===== config.mk =====
export PLATFORM = sky130hd
export DESIGN_NAME = knn_recompute_sched_flat
export DESIGN_NICKNAME = d
export VERILOG_FILES = /design/src/rtl/knn_recompute_sched_if.sv /design/src/rtl/knn_recompute_sched.sv /design/src/flat_wrapper.sv
export SDC_FILE = /design/constraint.sdc
export NUM_CORES = 1
export LEC_CHECK = 0
export CORE_ASPECT_RATIO = 0.9
export CORE_MARGIN = 1.5
export CORE_UTILIZATION = 35
export DETAILED_ROUTE_END_ITERATION = 8
export HOLD_SLACK_MARGIN = 0.05
export PLACE_DENSITY = 0.72
export SYNTH_ARGS = -nofsm -noshare
export SYNTH_HDL_FRONTEND = slang
export SYNTH_SLANG_ARGS = --single-unit

===== constraint.sdc =====
create_clock -name clk -period 7.82 [get_ports clk]
set_clock_uncertainty 0.05 [all_clocks]
set_input_delay 1.564 -clock clk [delete_from_list [all_inputs] [get_ports clk]]
set_output_delay 1.564 -clock clk [all_outputs]
set_load 0.01 [all_outputs]

===== src/rtl/knn_recompute_sched_if.sv =====
// Shared entry type and the query/datapath/result bundle of knn_recompute_sched.
// Signals: query handshake (q_valid/q_ready, qp_*, knn_in), issue handshake
// (dp_valid/dp_ready, dp_entry, dp_qp_*), result stream (res_valid, res_entry)
// and completion status (knn_out, done, max_dist, max_idx, err).
// Modports: master = environment side, slave = scheduler side.

`ifndef BIT_WIDTH
`define BIT_WIDTH 16
`endif
`ifndef K
`define K 4
`endif

package knn_recompute_sched_pkg;
    localparam int unsigned BW     = `BIT_WIDTH;
    localparam int unsigned DIST_W = 2 * BW;
    localparam int unsigned ID_W   = 16;

    // One KNN list slot: valid flag, neighbour point id, squared distance.
    typedef struct packed {
        logic              valid;
        logic [ID_W-1:0]   id;
        logic [DIST_W-1:0] distance;
    } knn_entry_t;
endpackage

interface knn_recompute_sched_if
    import knn_recompute_sched_pkg::*;
#(
    parameter int unsigned BIT_WIDTH = `BIT_WIDTH,
    parameter int unsigned K         = `K
);
    logic                   q_valid;
    logic                   q_ready;
    logic [BIT_WIDTH-1:0]   qp_x;
    logic [BIT_WIDTH-1:0]   qp_y;
    logic [BIT_WIDTH-1:0]   qp_z;
    knn_entry_t [0:K-1]     knn_in;
    logic                   dp_valid;
    logic                   dp_ready;
    knn_entry_t             dp_entry;
    logic [BIT_WIDTH-1:0]   dp_qp_x;
    logic [BIT_WIDTH-1:0]   dp_qp_y;
    logic [BIT_WIDTH-1:0]   dp_qp_z;
    logic                   res_valid;
    knn_entry_t             res_entry;
    knn_entry_t [0:K-1]     knn_out;
    logic                   done;
    logic [2*BIT_WIDTH-1:0] max_dist;
    logic [$clog2(K)-1:0]   max_idx;
    logic                   err;

    modport master (
        output q_valid, qp_x, qp_y, qp_z, knn_in, dp_ready, res_valid, res_entry,
        input  q_ready, dp_valid, dp_entry, dp_qp_x, dp_qp_y, dp_qp_z,
               knn_out, done, max_dist, max_idx, err
    );

    modport slave (
        input  q_valid, qp_x, qp_y, qp_z, knn_in, dp_ready, res_valid, res_entry,
        output q_ready, dp_valid, dp_entry, dp_qp_x, dp_qp_y, dp_qp_z,
               knn_out, done, max_dist, max_idx, err
    );
endinterface


===== src/rtl/knn_recompute_sched.sv =====
// Schedules recomputation of a K-entry KNN list for a new query point: issues
// each previous entry to a distance datapath, collects the in-order results
// into knn_out and tracks the largest valid distance and its index.
// Ports: clk, reset (synchronous, active-high), bus (slave side of
// knn_recompute_sched_if). K must be at least 2.

`ifndef BIT_WIDTH
`define BIT_WIDTH 16
`endif
`ifndef K
`define K 4
`endif

module knn_recompute_sched
    import knn_recompute_sched_pkg::*;
#(
    parameter int unsigned BIT_WIDTH = `BIT_WIDTH,
    parameter int unsigned K         = `K
) (
    input  logic                 clk,
    input  logic                 reset,
    knn_recompute_sched_if.slave bus
);
    localparam int unsigned IDX_W = $clog2(K);
    localparam int unsigned CNT_W = IDX_W + 1;

    typedef enum logic [1:0] {S_IDLE, S_ISSUE, S_DRAIN, S_DONE} state_t;

    state_t               r_state;
    state_t               w_state_nxt;
    logic [CNT_W-1:0]     r_issue_cnt;
    logic [CNT_W-1:0]     r_rsp_cnt;
    knn_entry_t           r_table [K];
    knn_entry_t [0:K-1]   r_knn_out;
    knn_entry_t           r_dp_entry;
    logic [BIT_WIDTH-1:0] r_qp_x;
    logic [BIT_WIDTH-1:0] r_qp_y;
    logic [BIT_WIDTH-1:0] r_qp_z;
    logic [DIST_W-1:0]    r_max_dist;
    logic [IDX_W-1:0]     r_max_idx;
    logic                 r_q_ready;
    logic                 r_dp_valid;
    logic                 r_done;
    logic                 r_err;

    logic [CNT_W-1:0]     w_outstanding;
    logic [IDX_W-1:0]     w_rsp_idx;
    logic [IDX_W-1:0]     w_next_idx;
    logic                 w_q_acc;
    logic                 w_iss_acc;
    logic                 w_res_ok;
    logic                 w_res_err;
    logic                 w_last_issue;
    logic                 w_last_rsp;
    logic                 w_max_upd;

    // Handshake and result-acceptance decode
    assign w_outstanding = r_issue_cnt - r_rsp_cnt;
    assign w_q_acc       = bus.q_valid && r_q_ready;
    assign w_iss_acc     = r_dp_valid && bus.dp_ready;
    assign w_res_ok      = bus.res_valid && (r_state == S_ISSUE || r_state == S_DRAIN)
                           && (w_outstanding != '0);
    assign w_res_err     = bus.res_valid && !w_res_ok;
    assign w_rsp_idx     = r_rsp_cnt[IDX_W-1:0];
    assign w_next_idx    = IDX_W'(r_issue_cnt + CNT_W'(1));
    assign w_last_issue  = (r_issue_cnt == CNT_W'(K - 1));
    assign w_last_rsp    = (r_rsp_cnt == CNT_W'(K - 1));
    // Strict compare keeps the lower index on ties; invalid results never win
    assign w_max_upd     = w_res_ok && bus.res_entry.valid
                           && (bus.res_entry.distance > r_max_dist);

    // State register
    always_ff @(posedge clk) begin
        if (reset) begin
            r_state <= S_IDLE;
        end else begin
            r_state <= w_state_nxt;
        end
    end

    // Next-state logic; the final result can only arrive once all K are issued
    always_comb begin
        w_state_nxt = r_state;
        case (r_state)
            S_IDLE:  if (w_q_acc) w_state_nxt = S_ISSUE;
            S_ISSUE: if (w_iss_acc && w_last_issue) w_state_nxt = S_DRAIN;
            S_DRAIN: if (w_res_ok && w_last_rsp) w_state_nxt = S_DONE;
            S_DONE:  w_state_nxt = S_IDLE;
            default: w_state_nxt = S_IDLE;
        endcase
    end

    // Registered status flags and issue/response counters
    always_ff @(posedge clk) begin
        if (reset) begin
            r_q_ready   <= 1'b1;
            r_dp_valid  <= 1'b0;
            r_done      <= 1'b0;
            r_err       <= 1'b0;
            r_issue_cnt <= '0;
            r_rsp_cnt   <= '0;
        end else begin
            r_q_ready  <= (w_state_nxt == S_IDLE);
            r_dp_valid <= (w_state_nxt == S_ISSUE);
            r_done     <= (w_state_nxt == S_DONE);
            if (w_res_err) begin
                r_err <= 1'b1;
            end
            if (w_q_acc) begin
                r_issue_cnt <= '0;
                r_rsp_cnt   <= '0;
            end else begin
                if (w_iss_acc) r_issue_cnt <= r_issue_cnt + CNT_W'(1);
                if (w_res_ok)  r_rsp_cnt   <= r_rsp_cnt + CNT_W'(1);
            end
        end
    end

    // Captured previous list; only read while an operation is in flight
    always_ff @(posedge clk) begin
        if (w_q_acc) begin
            for (int unsigned i = 0; i < K; i++) begin
                r_table[i] <= bus.knn_in[i];
            end
        end
    end

    // Query capture, issue entry, result list and running max
    always_ff @(posedge clk) begin
        if (reset) begin
            r_qp_x     <= '0;
            r_qp_y     <= '0;
            r_qp_z     <= '0;
            r_dp_entry <= '0;
            r_knn_out  <= '0;
            r_max_dist <= '0;
            r_max_idx  <= '0;
        end else begin
            if (w_q_acc) begin
                r_qp_x     <= bus.qp_x;
                r_qp_y     <= bus.qp_y;
                r_qp_z     <= bus.qp_z;
                r_dp_entry <= bus.knn_in[0];
                r_max_dist <= '0;
                r_max_idx  <= '0;
            end else begin
                // Preload the next entry so dp_entry is a register output
                if (w_iss_acc && !w_last_issue) begin
                    r_dp_entry <= r_table[w_next_idx];
                end
                if (w_res_ok) begin
                    r_knn_out[w_rsp_idx] <= bus.res_entry;
                end
                if (w_max_upd) begin
                    r_max_dist <= bus.res_entry.distance;
                    r_max_idx  <= w_rsp_idx;
                end
            end
        end
    end

    assign bus.q_ready  = r_q_ready;
    assign bus.dp_valid = r_dp_valid;
    assign bus.dp_entry = r_dp_entry;
    assign bus.dp_qp_x  = r_qp_x;
    assign bus.dp_qp_y  = r_qp_y;
    assign bus.dp_qp_z  = r_qp_z;
    assign bus.knn_out  = r_knn_out;
    assign bus.done     = r_done;
    assign bus.max_dist = r_max_dist;
    assign bus.max_idx  = r_max_idx;
    assign bus.err      = r_err;
endmodule


===== src/flat_wrapper.sv =====
// flat-port wrapper written by rule: the top's interface ports become plain ports
module knn_recompute_sched_flat import knn_recompute_sched_pkg::*;
#(
    parameter int unsigned BIT_WIDTH = `BIT_WIDTH,
    parameter int unsigned K         = `K
)
  (clk, reset, bus_q_valid, bus_qp_x, bus_qp_y, bus_qp_z, bus_knn_in, bus_dp_ready, bus_res_valid, bus_res_entry, bus_q_ready, bus_dp_valid, bus_dp_entry, bus_dp_qp_x, bus_dp_qp_y, bus_dp_qp_z, bus_knn_out, bus_done, bus_max_dist, bus_max_idx, bus_err);
  knn_recompute_sched_if #(.BIT_WIDTH(BIT_WIDTH), .K(K)) bus_i ();
  input  logic clk;
  input  logic reset;
  input wire logic [$bits(bus_i.q_valid)-1:0] bus_q_valid;
  input wire logic [$bits(bus_i.qp_x)-1:0] bus_qp_x;
  input wire logic [$bits(bus_i.qp_y)-1:0] bus_qp_y;
  input wire logic [$bits(bus_i.qp_z)-1:0] bus_qp_z;
  input wire logic [$bits(bus_i.knn_in)-1:0] bus_knn_in;
  input wire logic [$bits(bus_i.dp_ready)-1:0] bus_dp_ready;
  input wire logic [$bits(bus_i.res_valid)-1:0] bus_res_valid;
  input wire logic [$bits(bus_i.res_entry)-1:0] bus_res_entry;
  output wire logic [$bits(bus_i.q_ready)-1:0] bus_q_ready;
  output wire logic [$bits(bus_i.dp_valid)-1:0] bus_dp_valid;
  output wire logic [$bits(bus_i.dp_entry)-1:0] bus_dp_entry;
  output wire logic [$bits(bus_i.dp_qp_x)-1:0] bus_dp_qp_x;
  output wire logic [$bits(bus_i.dp_qp_y)-1:0] bus_dp_qp_y;
  output wire logic [$bits(bus_i.dp_qp_z)-1:0] bus_dp_qp_z;
  output wire logic [$bits(bus_i.knn_out)-1:0] bus_knn_out;
  output wire logic [$bits(bus_i.done)-1:0] bus_done;
  output wire logic [$bits(bus_i.max_dist)-1:0] bus_max_dist;
  output wire logic [$bits(bus_i.max_idx)-1:0] bus_max_idx;
  output wire logic [$bits(bus_i.err)-1:0] bus_err;
  assign bus_i.q_valid = bus_q_valid;
  assign bus_i.qp_x = bus_qp_x;
  assign bus_i.qp_y = bus_qp_y;
  assign bus_i.qp_z = bus_qp_z;
  assign bus_i.knn_in = bus_knn_in;
  assign bus_i.dp_ready = bus_dp_ready;
  assign bus_i.res_valid = bus_res_valid;
  assign bus_i.res_entry = bus_res_entry;
  assign bus_q_ready = bus_i.q_ready;
  assign bus_dp_valid = bus_i.dp_valid;
  assign bus_dp_entry = bus_i.dp_entry;
  assign bus_dp_qp_x = bus_i.dp_qp_x;
  assign bus_dp_qp_y = bus_i.dp_qp_y;
  assign bus_dp_qp_z = bus_i.dp_qp_z;
  assign bus_knn_out = bus_i.knn_out;
  assign bus_done = bus_i.done;
  assign bus_max_dist = bus_i.max_dist;
  assign bus_max_idx = bus_i.max_idx;
  assign bus_err = bus_i.err;
  knn_recompute_sched #(.BIT_WIDTH(BIT_WIDTH), .K(K)) u_core (.clk(clk), .reset(reset), .bus(bus_i));
endmodule

**Word level (Yosys, flattened, before mapping)**

Memories as Yosys holds them, arrays and structs flattened.
Index checks and enable logic that the tools add are counted.

- Add/subtract/negate cells: 3
- Muxes and demuxes: 11
- Bitwise logic cells: 2
- Magnitude comparators: 3
- Reduce and logical (&&, ||, !) cells: 20
- Equality and inequality tests: 7

Operators with widths:

| cell | number |
|---|---|
| $bwmux 196 | 1 |
| $mux 49 | 3 |
| $demux 49 s2 | 1 |
| $gt 32x32->1 | 1 |
| $logic_and 1x1->1 | 11 |
| $pmux 2 s4 | 1 |
| $add 3x1->3 const B | 2 |
| $eq 2x2->1 const B | 3 |
| $eq 3x2->1 const B | 2 |
| $mux 2 | 3 |
| $eq 2x1->1 const B | 2 |
| $logic_not 2->1 | 2 |
| $ge 3x3->1 const B | 1 |
| $lt 3x1->1 const B | 1 |
| $not 2->3 | 1 |
| $reduce_bool 3->1 | 1 |
| $sub 3x3->3 | 1 |
| $logic_not 1->1 | 2 |
| $mux 1 | 2 |
| $reduce_and 2->1 | 1 |
| $reduce_bool 2->1 | 1 |
| $reduce_or 2->1 | 1 |
| $logic_or 1x1->1 | 1 |
| $not 1->1 | 1 |

- Register bits: 339
- Logic and storage cells: 74
- Bits in writable memories: 196
- Memories: 1
- Output and inout bits: 331

Memories:

| name | depth | bits a word | rd ports | clocked after memory_dff | write ports | RTL line | text |
|---|---|---|---|---|---|---|---|
| u_core.r_table | 4 | 49 | 1 | 0 | 4 | knn_recompute_sched.sv:33 | `knn_entry_t r_table [K];` |

**Depth between registers and ports, before layout**

- Word-level depth: 8
- Mapped depth: 13

**Least setup slack after synthesis**

Ideal clock, no wire load.

- Kind: input-to-reg
- Start point: input port bus_q_valid
- End point: memory u_core.r_table[0][0] in the netlist's numbering, enable pin
- Cell stages on the path: 4
- Arrival: 7.588 ns
- Buffers on the path: 2
- Path slack: -0.455 ns
- Cells stage by stage: nand2_1 > clkbuf_1 > inv_2 > clkbuf_1

RTL lines:

| element | RTL line | text |
|---|---|---|
| start: declaration | flat_wrapper.sv:11 | `input wire logic [$bits(bus_i.q_valid)-1:0] bus_q_valid;` |
| end: declaration | knn_recompute_sched.sv:33 |  |

**Worst setup path in the final report**

- Start point: input port bus_res_entry[25]
- End point: register u_core.r_max_dist[14] (netlist: u_core.bus.max_dist[14])

- Longest elaborated chain between the ends: 2

RTL lines:

| element | RTL line | text |
|---|---|---|
| start: declaration | flat_wrapper.sv:18 | `input wire logic [$bits(bus_i.res_entry)-1:0] bus_res_entry;` |
| $gt 32x32->1 | knn_recompute_sched.sv:70 | `&& (bus.res_entry.distance > r_max_dist);` |
| $logic_and 1x1->1 | knn_recompute_sched.sv:70 |  |
| end signal: assignment | knn_recompute_sched.sv:155 | `r_max_dist <= bus.res_entry.distance;` |
| end: declaration | knn_recompute_sched.sv:39 | `logic [DIST_W-1:0] r_max_dist;` |

No other way between the ends.
A chain may end at the register's enable or synchronous reset.

==> impl_metrics.toml <==
[die]
start_util_pct = 35.6
die_outline_area_um2 = 59800
die_h_um = 232
floorplan.io_pins = 629
floorplan.core_area_um2 = 57300
rows = 83
die-width_um = 258

[clock_tree]
clockRootBuffer = "clkbuf_16"
numCtsBuffers = 56
h-tree-depth = 2
post_cts_hold_buffer_count = 0
cts_setup_buffers = 0
insertion_delay_ns = 0.60
cts_sinks = 535
resized_gates_after_cts = 0
clock_tree.buffer_depth = 3
cts_tree = "yes"
clk_pin_slew_ns = 0.06

[grt]
overflow = 0
grt_start_max_net_pins = 199
via_count_of_the_first_global_routing_pass = 16600
grt_use_total_pct = 21.9
number_of_antenna_violations_at_the_first_check_in_global_routing = 14
grt_pass1_wl_mm = 100

[detailed_routing]
ant_nets = 0
drt_iter0_drc = 1469
routed_wl_mm = 67.6
number_of_remaining_drc_errors = 0
route.vias.total = 16900
route.detailed.wl_per_inst_um = 20.4
number_of_optimization_iterations_in_the_first_detailed_route_pass = 6
detail_route.vias_per_cell = 5.10

[worst_setup_path]
cp_cell_sequence = "clkdlybuf4s50_1, ha_1, nand4_1, or2_4, a2111oi_2, nand4_2, nand3_1, a21oi_1"
cp_top_family = "simple AND/OR/NAND/NOR gates"
setup.worst_path.class = "in2reg"
path_buf_inv = 1
critical_path.max_fanout = 34
critical_path_s_largest_stage_delay_ns = 0.84
critPathSlowestCell = "nand4_2"
cp.arrival_ns = 4.77
setup.worst_path.end_class = "flop"
worst_ep_required_time_ns = 8.21
worst_setup_path_start_kind = "primary input"

[logic_synthesis]
ys.warnings.count = 0
synth_seq_area_share_pct = 62.0
post_synth_main_area_contributors = "dfxtp_1 (33%), edfxtp_1 (29%), nand2_1 (11%), a21oi_1 (7.1%), mux4_2 (5.4%)"
ys_async_sr_fraction_pct = 0
netlist_area_um2 = 20400
synthFlopType = "dfxtp_1"
syn-instance-count = 1942
synth_top_cell_by_area = "dfxtp_1"
syn-num-nets = 2284
syn_area_per_cell_um2 = 10.5
yosys.area.top_type_share_pct = 33.2
synth-edff-count = 196
synth_seq_cells = 535
synth.lib_cells_used.distinct = 46

[sta]
final_hold_vios = 0
final-setup-viol-count = 0
final.setup.tns_ns = 0
maxSlewViolCount = 0
period_needed_ns = 4.38
timing.slew.headroom_pct = 21.6
postLayoutSetupSlackWorst_ns = 3.44
slew_worst_pin_ns = 1.18
grt_setup_unrepaired = "false"
post-route-period-util_pct = 56.1
fmax_mhz = 228

[place]
place.detailed.hpwl_mm = 47.5
dp_worst_slack_ns = 2.84
port-buffer-count = 628
placer_s_final_routability_congestion_estimate = 0.861
dp_cells = 3210

[power_and_ir_drop]
power.leakage_uw = 0.00969
sequentialPowerShare_pct = 48.1
ir_drop_uv = 216
power_density_nw_per_um2 = 225
total_power_uw = 6530
power.internal_uw = 4950
switching_power_summed_over_all_nets_uw = 1570
swShare_pct = 24.1
p_comb_share_pct = 11.6
share_clk_of_total_power_pct = 40.3

[layout]
area.growth.synth_to_final_pct = 42.0
fin_nets = 2845
drive_above_1_share_pct = 7.65
post_layout_nonfiller_instances = 3319
num-fill-cells = 4971

[hold_path]
hp-class = "reg2reg"

[job]
max_cap_viol_count = 0

[outcome]
run_status = "finished clean"
[cells in the final DEF, fill, tap and decap left out, types with 12 or more instances in the layout]
master / count
mux4_2: 49
o21ai_1: 20
clkbuf_1: 12
nand2_1: 596
ha_1: 43
edfxtp_1: 196
nand3_1: 44
a311oi_1: 49
clkbuf_16: 57
buf_4: 13
nor2_1: 59
clkdlybuf4s50_1: 627
inv_1: 40
dfxtp_1: 338
a21oi_1: 288
[Yosys cell counts (2+ instances only)]
cell type	number
nand2_1	597
dfxtp_1	339
a21oi_1	288
edfxtp_1	196
clkbuf_1	90
nor2_1	59
a311oi_1	49
mux4_2	49
nand3_1	45
ha_1	44
inv_1	40
buf_2	33
o21ai_1	21
a21oi_2	11
o21ai_2	10
o21ai_0	7
buf_1	6
buf_4	5
and3_1	4
buf_12	4
nand4_1	4
nand4_2	4
nor3_1	4
a21o_1	3
nand3_2	3
xnor2_1	3
a31oi_1	2
and4_1	2
buf_6	2
nor2b_1	2
[layout make-up]
type	instances	area, um^2	share of cell area (%)
tap	765	957	3.30
sequential	535	12700	43.7
clock buffer	77	1580	5.45
timing repair buffer	643	6430	22.2
multi-input combinational	1226	6970	24.0
clock inverter	26	225	0.776
inverter	41	161	0.556
antenna	6	15.0	0.0518
[power by group through the flow]
stage / Sequential, uW / Clock, uW / Combinational [uW]
finish: 3140 / 2630 / 758
detailed placement: 3200 / 0 / 763
global route: 3150 / 2800 / 822
floorplan: 3210 / 0 / 320
CTS: 3140 / 2690 / 767
global placement: 3190 / 0 / 747
[layer usage]
metal  routed length, um  global-route usage, %  share of wire (%)  up-vias
met3                5750                   5.93                8.5      132
met4                2230                   7.51                3.3        0
met2               34100                   39.0                 50      763
met1               25600                   25.2                 38     8170
li1                    -                      -                  -     7846
met5                   0                      0                  0        -
[flip-flops by register name, summed over array words and instances (netlist names), 2 cells and up]
register,flops
u_core.bus.dp_qp_z,16
u_core.bus.max_idx,2
u_core.bus.max_dist,32
u_core.r_issue_cnt,3
u_core.r_state,2
u_core.bus.knn_out,196
u_core.bus.dp_qp_x,16
u_core.r_rsp_cnt,3
u_core.bus.dp_qp_y,16
u_core.bus.dp_entry,49
u_core.r_table,196
[worst min-delay path: stages (launching register included)]
cell	delay, ns
dfxtp_1	0.31
nand2_1	0.05
a21oi_1	0.05
[logic make-up after synthesis]
logic type	count (synthesis)	synth area share, %
xor+xnor	4	0.172
simple gates	730	14.3
flops	535	62.0
compound gates	398	11.3
buf+inv	181	4.01
fa+ha+maj	44	2.70
mux	50	5.45
[path summary, 6_finish.rpt]
kind                                              from                              endpoint  slack (ns)  cells past startpoint
setup / recovery                     bus_res_entry[25]  u_core.bus.max_dist[14]$_SDFFE_PP0P_        3.44                      8
hold / removal    u_core.bus.knn_out[138]$_SDFFE_PP0P_  u_core.bus.knn_out[138]$_SDFFE_PP0P_        0.40                      2
setup reg to reg    u_core.r_issue_cnt[0]$_SDFFE_PP0P_  u_core.bus.max_dist[14]$_SDFFE_PP0P_        4.50                      8
hold reg to reg   u_core.bus.knn_out[138]$_SDFFE_PP0P_  u_core.bus.knn_out[138]$_SDFFE_PP0P_        0.40                      2
[stage by stage]
stage / utilization (%) / hold WS (ns) / cell area (um^2)
after CTS: 50.6 / 0.404 / 29000
after global placement: 47.4 / 0.391 / 27200
final: 50.6 / 0.403 / 29000
after detailed placement: 47.4 / 0.396 / 27200
after global routing: 50.6 / 0.414 / 29000
after floorplan: - / 0.407 / 20400
Power figures use the tool's default switching activity.
==> RTL edit 1 (same flow settings) <==
Encoding of `state_t`: now one-hot (4 bits for 4 states).
--- a/src/rtl/knn_recompute_sched.sv
+++ b/src/rtl/knn_recompute_sched.sv
@@ -24,7 +24,7 @@
     localparam int unsigned IDX_W = $clog2(K);
     localparam int unsigned CNT_W = IDX_W + 1;
 
-    typedef enum logic [1:0] {S_IDLE, S_ISSUE, S_DRAIN, S_DONE} state_t;
+    typedef enum logic [3:0] {S_IDLE = 4'b0001, S_ISSUE = 4'b0010, S_DRAIN = 4'b0100, S_DONE = 4'b1000} state_t;
 
     state_t               r_state;
     state_t               w_state_nxt;
Check against the original RTL: same outputs for any inputs over 4 cycles, from zero or initial values and one cycle with reset high; so few cycles prove little.
==> RTL edit 1 against the unedited design <==
- sequential cell count increased by 2
- power shrank 2.0%
- design area about the same
- clock power rose by 5%
- count of clock-buffer cells in the layout fell by 4
- wire length down 1.8%
- area after synthesis fell by 0.58%
- setup slack improved by 0.10 ns
- highest routed layer is now met5
==> RTL edit 1: results (changes against the unedited design) <==
Parameter                              Value

Finish
  Layout cells sized above 1    6.90% (-0.75 points)
  Number of filler instances in the final layout    5028 (+1.1%)

Placed design
  Gp weighted congestion    0.875 (+1.6%)
  Detail Placement HPWL    45.9 mm (-3.3%)

Worst setup path
  Slowest cell delay on critical path    0.64 ns (-0.20 ns)
  Kind of cell with the highest combined delay on the critical path    compound AO/OA/AOI/OAI gates
  Crit path to    u_core.bus.max_idx[1]
  R2R Setup Slk    4.41 ns (-0.09 ns)
  Terminus of the critical flop-to-flop path    u_core.bus.knn_out[61]
  Critical path's slowest cell    o21ba_2
  Launching element of the worst setup path    bus_res_entry[27]
  WP data arrival    4.74 ns (-0.03 ns)

Min path
  Endpoint of the worst hold-timing path    u_core.bus.dp_qp_z[13]
  Hold wc startpoint    u_core.bus.dp_qp_z[13]

GRT
  Maximum number of pins on one net before global-route repair    167 (-16%)
  Initial antenna violation count    9 (-5)
  Number of global-route vias before repair    16.8k (+1.2%)
  First-pass GRT wire length    99.4 mm (-0.96%)
  Total routing usage reported by global routing    21.6% (-0.30 points)

Synth
  Ranking of synthesized cells by instance count    602 x nand2_1, 341 x dfxtp_1, 297 x a21oi_1
  Fraction of the yosys area taken by sequential cells    62.6% (+0.56 points)
  Cell types occupying the most area after synthesis    dfxtp_1 34%, edfxtp_1 29%, nand2_1 11%, a21oi_1 7.3%, mux4_2 5.4%
  Post-Synthesis Net Count    2283 (-0.044%)

Pwr
  Power Density    221 nW/µm² (-2.0%)
  Switching fraction of total power    22.6% (-1.6 points)
  Worst supply voltage drop on vdd    178 µV (-18%)
  Power dissipated in combinational cells    0.000569 W (-25%)
  Clock network power share    43.0% (+2.7 points)
  Leakage power summed over all cells    9.74 nW (+0.54%)

CTS
  Number of buffers created by CTS    55 (-1.8%)

Drt
  Avg WL per Cell    20.0 µm (-1.8%)
  Iteration-0 DRC Markers    1513 (+3.0%)

Timing
  Min Hold Slack    0.401 ns (-0.00235 ns)

Status
  Result of the run    complete, no violations
## RTL edit 1: cell count changes after synthesis, sizes merged, moves of 3 or more
| cell | change |
|---|---|
| nand3 | -6 |
| buf | +13 |
| nor2 | +4 |
| clkbuf | -14 |
| nand2 | +5 |
| nor4 | +3 |
| ha | -3 |
| nor3 | -3 |
## RTL edit 1: metrics by stage
step | instance area, µm² | util, % | std cells | setup slack, ns
after global routing | 29000 | 50.7 | 3318 | 3.43
after detailed placement | 27100 | 47.3 | 3214 | 3.06
final | 29000 | 50.7 | 3319 | 3.54
after floorplan | 20300 | - | 1944 | 2.72
after global placement | 27100 | 47.3 | 3214 | 3.27
after CTS | 29000 | 50.7 | 3315 | 3.62
## RTL edit 1: cell families (layout without fill, tap and decap cells)
kind of cell,count (synthesis),in the layout,share of synthesized area (%)
other,0,4,0
AOI/OAI and AO/OA,399,399,11.0
DFF,537,537,62.6
muxes,49,49,5.43
and+or+nand+nor,733,733,14.2
buffers and inverters,180,786,3.99
xor gates and xnor gates,5,5,0.216
adders and majority gates,41,41,2.53
## RTL edit 1: cell type report
type	instances	area share, %
flip-flops and latches	537	43.8
multi-input cells	1227	23.5
repair buffers	644	22.2
clock buffers	73	5.50
well taps	765	3.30
clock inverters	28	1.08
inverters	41	0.557
diodes	4	0.0345
## RTL edit 1: worst register-to-register path: stages (launching register included)
cell	delay [ns]
dfxtp_4	0.59
inv_1	0.16
ha_1	0.20
nor2b_1	0.13
xnor2_1	0.16
a31oi_4	0.47
and3_2	1.02
nand2_1	0.35
a21oi_1	0.20
## RTL edit 1: per-layer routing
layer	GRT usage [%]	wire (µm)	vias to the layer above
li1	-	-	7862
met1	25.0	24700	8109
met2	37.5	33000	833
met3	6.64	6510	150
met4	7.90	2180	4
met5	0	25	-
==> RTL edit 2 (same flow settings) <==
Without the edit above. Set the macro `K` to 8 (it was 4).
--- a/src/rtl/knn_recompute_sched_if.sv
+++ b/src/rtl/knn_recompute_sched_if.sv
@@ -8,7 +8,7 @@
 `define BIT_WIDTH 16
 `endif
 `ifndef K
-`define K 4
+`define K 8
 `endif
 
 package knn_recompute_sched_pkg;
Interface: changed (resized bus_knn_in, bus_knn_out and bus_max_idx); port bits go from 629 to 1022. The function was not compared with the original's and may differ.
==> RTL edit 2 against the unedited design <==
- via count up 63%
- design area up 71%
- synthesized cell count up 63%
- hold slack worse by 0.0017 ns
- sequential cell count up 395
- non-clock buffer count up 410
- area after synthesis up 73%
- power up 69%
- die area up 72%
- setup slack worse by 1.1 ns
- wire length up 82%
==> RTL edit 2: results (changes against the unedited design) <==
Parameter                              Value

Status
  Result of the run    complete, no violations

Worst setup path
  R2R Setup Slk    3.28 ns (-1.22 ns)
  Slowest cell delay on critical path    0.98 ns (+0.14 ns)
  WP data arrival    5.97 ns (+1.20 ns)
  Launching element of the worst setup path    bus_res_entry[30]
  Critical path endpoint category    register
  Terminus of the critical flop-to-flop path    u_core.bus.max_dist[24]
  Kind of cell with the highest combined delay on the critical path    compound AO/OA/AOI/OAI gates
  Critical path's slowest cell    a211oi_4
  Worst Path Max Fanout    21 (-38%)
  Origin of the critical flop-to-flop path    u_core.r_rsp_cnt[2]
  Depth of the worst register-to-register path    8 (unchanged)

CTS
  Number of buffers between clock root and the deepest sink    3 (unchanged)
  Setup bufs post-CTS    0 (unchanged)
  Later-pin clock latency in the skew report    0.67 ns (+0.07 ns)
  Number of buffers created by CTS    97 (+73%)
  Level count of the clock H-tree    3 (+1)

GRT
  Total routing usage reported by global routing    23.1% (+1.2 points)
  First-pass GRT wire length    178 mm (+77%)
  Maximum number of pins on one net before global-route repair    191 (-4.0%)
  Number of global-route vias before repair    26.9k (+62%)
  Met3 layer usage reported by global route    6.16% (+0.23 points)
  Initial antenna violation count    31 (+17)
  Global Route met1 Usage    26.8% (+1.6 points)
  M2 GR Usage    39.2% (+0.22 points)

Finish
  Non-filler instance count after layout    5512 (+66%)
  Final layout net count    4600 (+62%)
  Layout cells sized above 1    8.87% (+1.2 points)
  Number of filler instances in the final layout    8852 (+78%)

Synth
  Most instantiated flip-flop cell in the synthesis netlist    dfxtp_1
  Ranking of synthesized cells by instance count    966 x nand2_1, 538 x dfxtp_1, 450 x a21oi_1
  Count of flip-flops with a built-in enable after synthesis    392 (+100%)
  Post-Synthesis Net Count    3709 (+62%)
  Post-Syn Area per Cell    11.2 µm² (+6.1%)
  Number of distinct library cell variants in the gate-level netlist after synthesis    43 (-6.5%)
  Fraction of the yosys area taken by sequential cells    63.6% (+1.6 points)
  Cell types occupying the most area after synthesis    edfxtp_1 33%, dfxtp_1 30%, nand2_1 10%, a21oi_1 6.4%, mux4_2 6.2%

Placed design
  Gp weighted congestion    0.874 (+1.6%)
  Cell Area, Placed    46500 µm² (+71%)
  Placed Instances    5311 (+65%)
  Count of buffers from port buffering    1021 (+63%)
  Detail Placement HPWL    85.5 mm (+80%)
  Worst slack at placement    1.87 ns (-0.974 ns)

Min path
  Hold wc startpoint    u_core.bus.dp_qp_x[10]
  Min-Delay Path Depth    2 (unchanged)
  Endpoint of the worst hold-timing path    u_core.bus.dp_qp_x[10]

Pwr
  Leakage power summed over all cells    16.1 nW (+67%)
  Worst supply voltage drop on vdd    213 µV (-1.5%)

Drt
  Uppermost metal layer occupied by signal nets    met5
  Iteration-0 DRC Markers    2423 (+65%)
  Total met3 wirelength after detailed routing    10.8 mm (+88%)
  Avg WL per Cell    22.4 µm (+9.7%)
  Sum of routed wire segments on met1    45.7 mm (+79%)
  DR vias    27.6k (+63%)
  Met2 routed WL    60.9 mm (+79%)

Timing
  Worst slew margin relative to its limit    17.6% (-4.0 points)
  Period utilisation layout    69.6% (+14 points)
==> RTL edit 2: cell count changes after synthesis, moves of 51 or more <==
cell,before,now
a211oi_1,1,52
a21oi_1,288,450
dfxtp_1,339,538
edfxtp_1,196,392
mux2i_1,1,84
nand2_1,597,966
nor2_1,59,118
==> RTL edit 2: logic make-up (layout without fill, tap and decap cells) <==
group                      count (synthesis)  in the layout  share of synthesized area, %
AOI/OAI and AO/OA                        597            597                          10.2
xor gates and xnor gates                   9              9                         0.223
adders and majority gates                 40             40                          1.41
buffers and inverters                    302           1274                          3.90
DFF                                      930            930                          63.6
muxes                                    183            183                          8.65
other                                      0             21                             0
and+or+nand+nor                         1114           1114                          12.0
==> RTL edit 2: area by class of cell <==
cell class | count | area [µm²] | share of cell area, %
clock buffer | 133 | 2710 | 5.44
sequential | 930 | 22500 | 45.3
clock inverter | 47 | 452 | 0.908
antenna | 21 | 52.6 | 0.106
multi-input combinational | 1943 | 11600 | 23.3
timing repair buffer | 1053 | 10500 | 21.2
inverter | 41 | 161 | 0.325
tap | 1344 | 1680 | 3.38
==> RTL edit 2: report_power, final <==
part | total (W) | internal (W) | switching, W
registers | 0.00542 | 0.00533 | 0.0000908
logic | 0.000999 | 0.000490 | 0.000509
clock network | 0.00461 | 0.00263 | 0.00197
==> RTL edit 2: worst reg2reg max path: stages (launching register included) <==
cell and delay (ns):
dfxtp_1 0.76, inv_2 0.31, ha_1 0.41, xnor2_1 0.22
o21ba_2 0.62, nor2_1 0.34, a211oi_4 0.94, buf_4 0.52
mux2i_1 0.27
==> RTL edit 2: through the flow <==
step | util, % | hold slack (ns)
detailed placement | 46.4 | 0.395
finish | 49.6 | 0.401
global route | 49.6 | 0.417
floorplan | - | 0.420
global placement | 46.4 | 0.390
CTS | 49.6 | 0.404
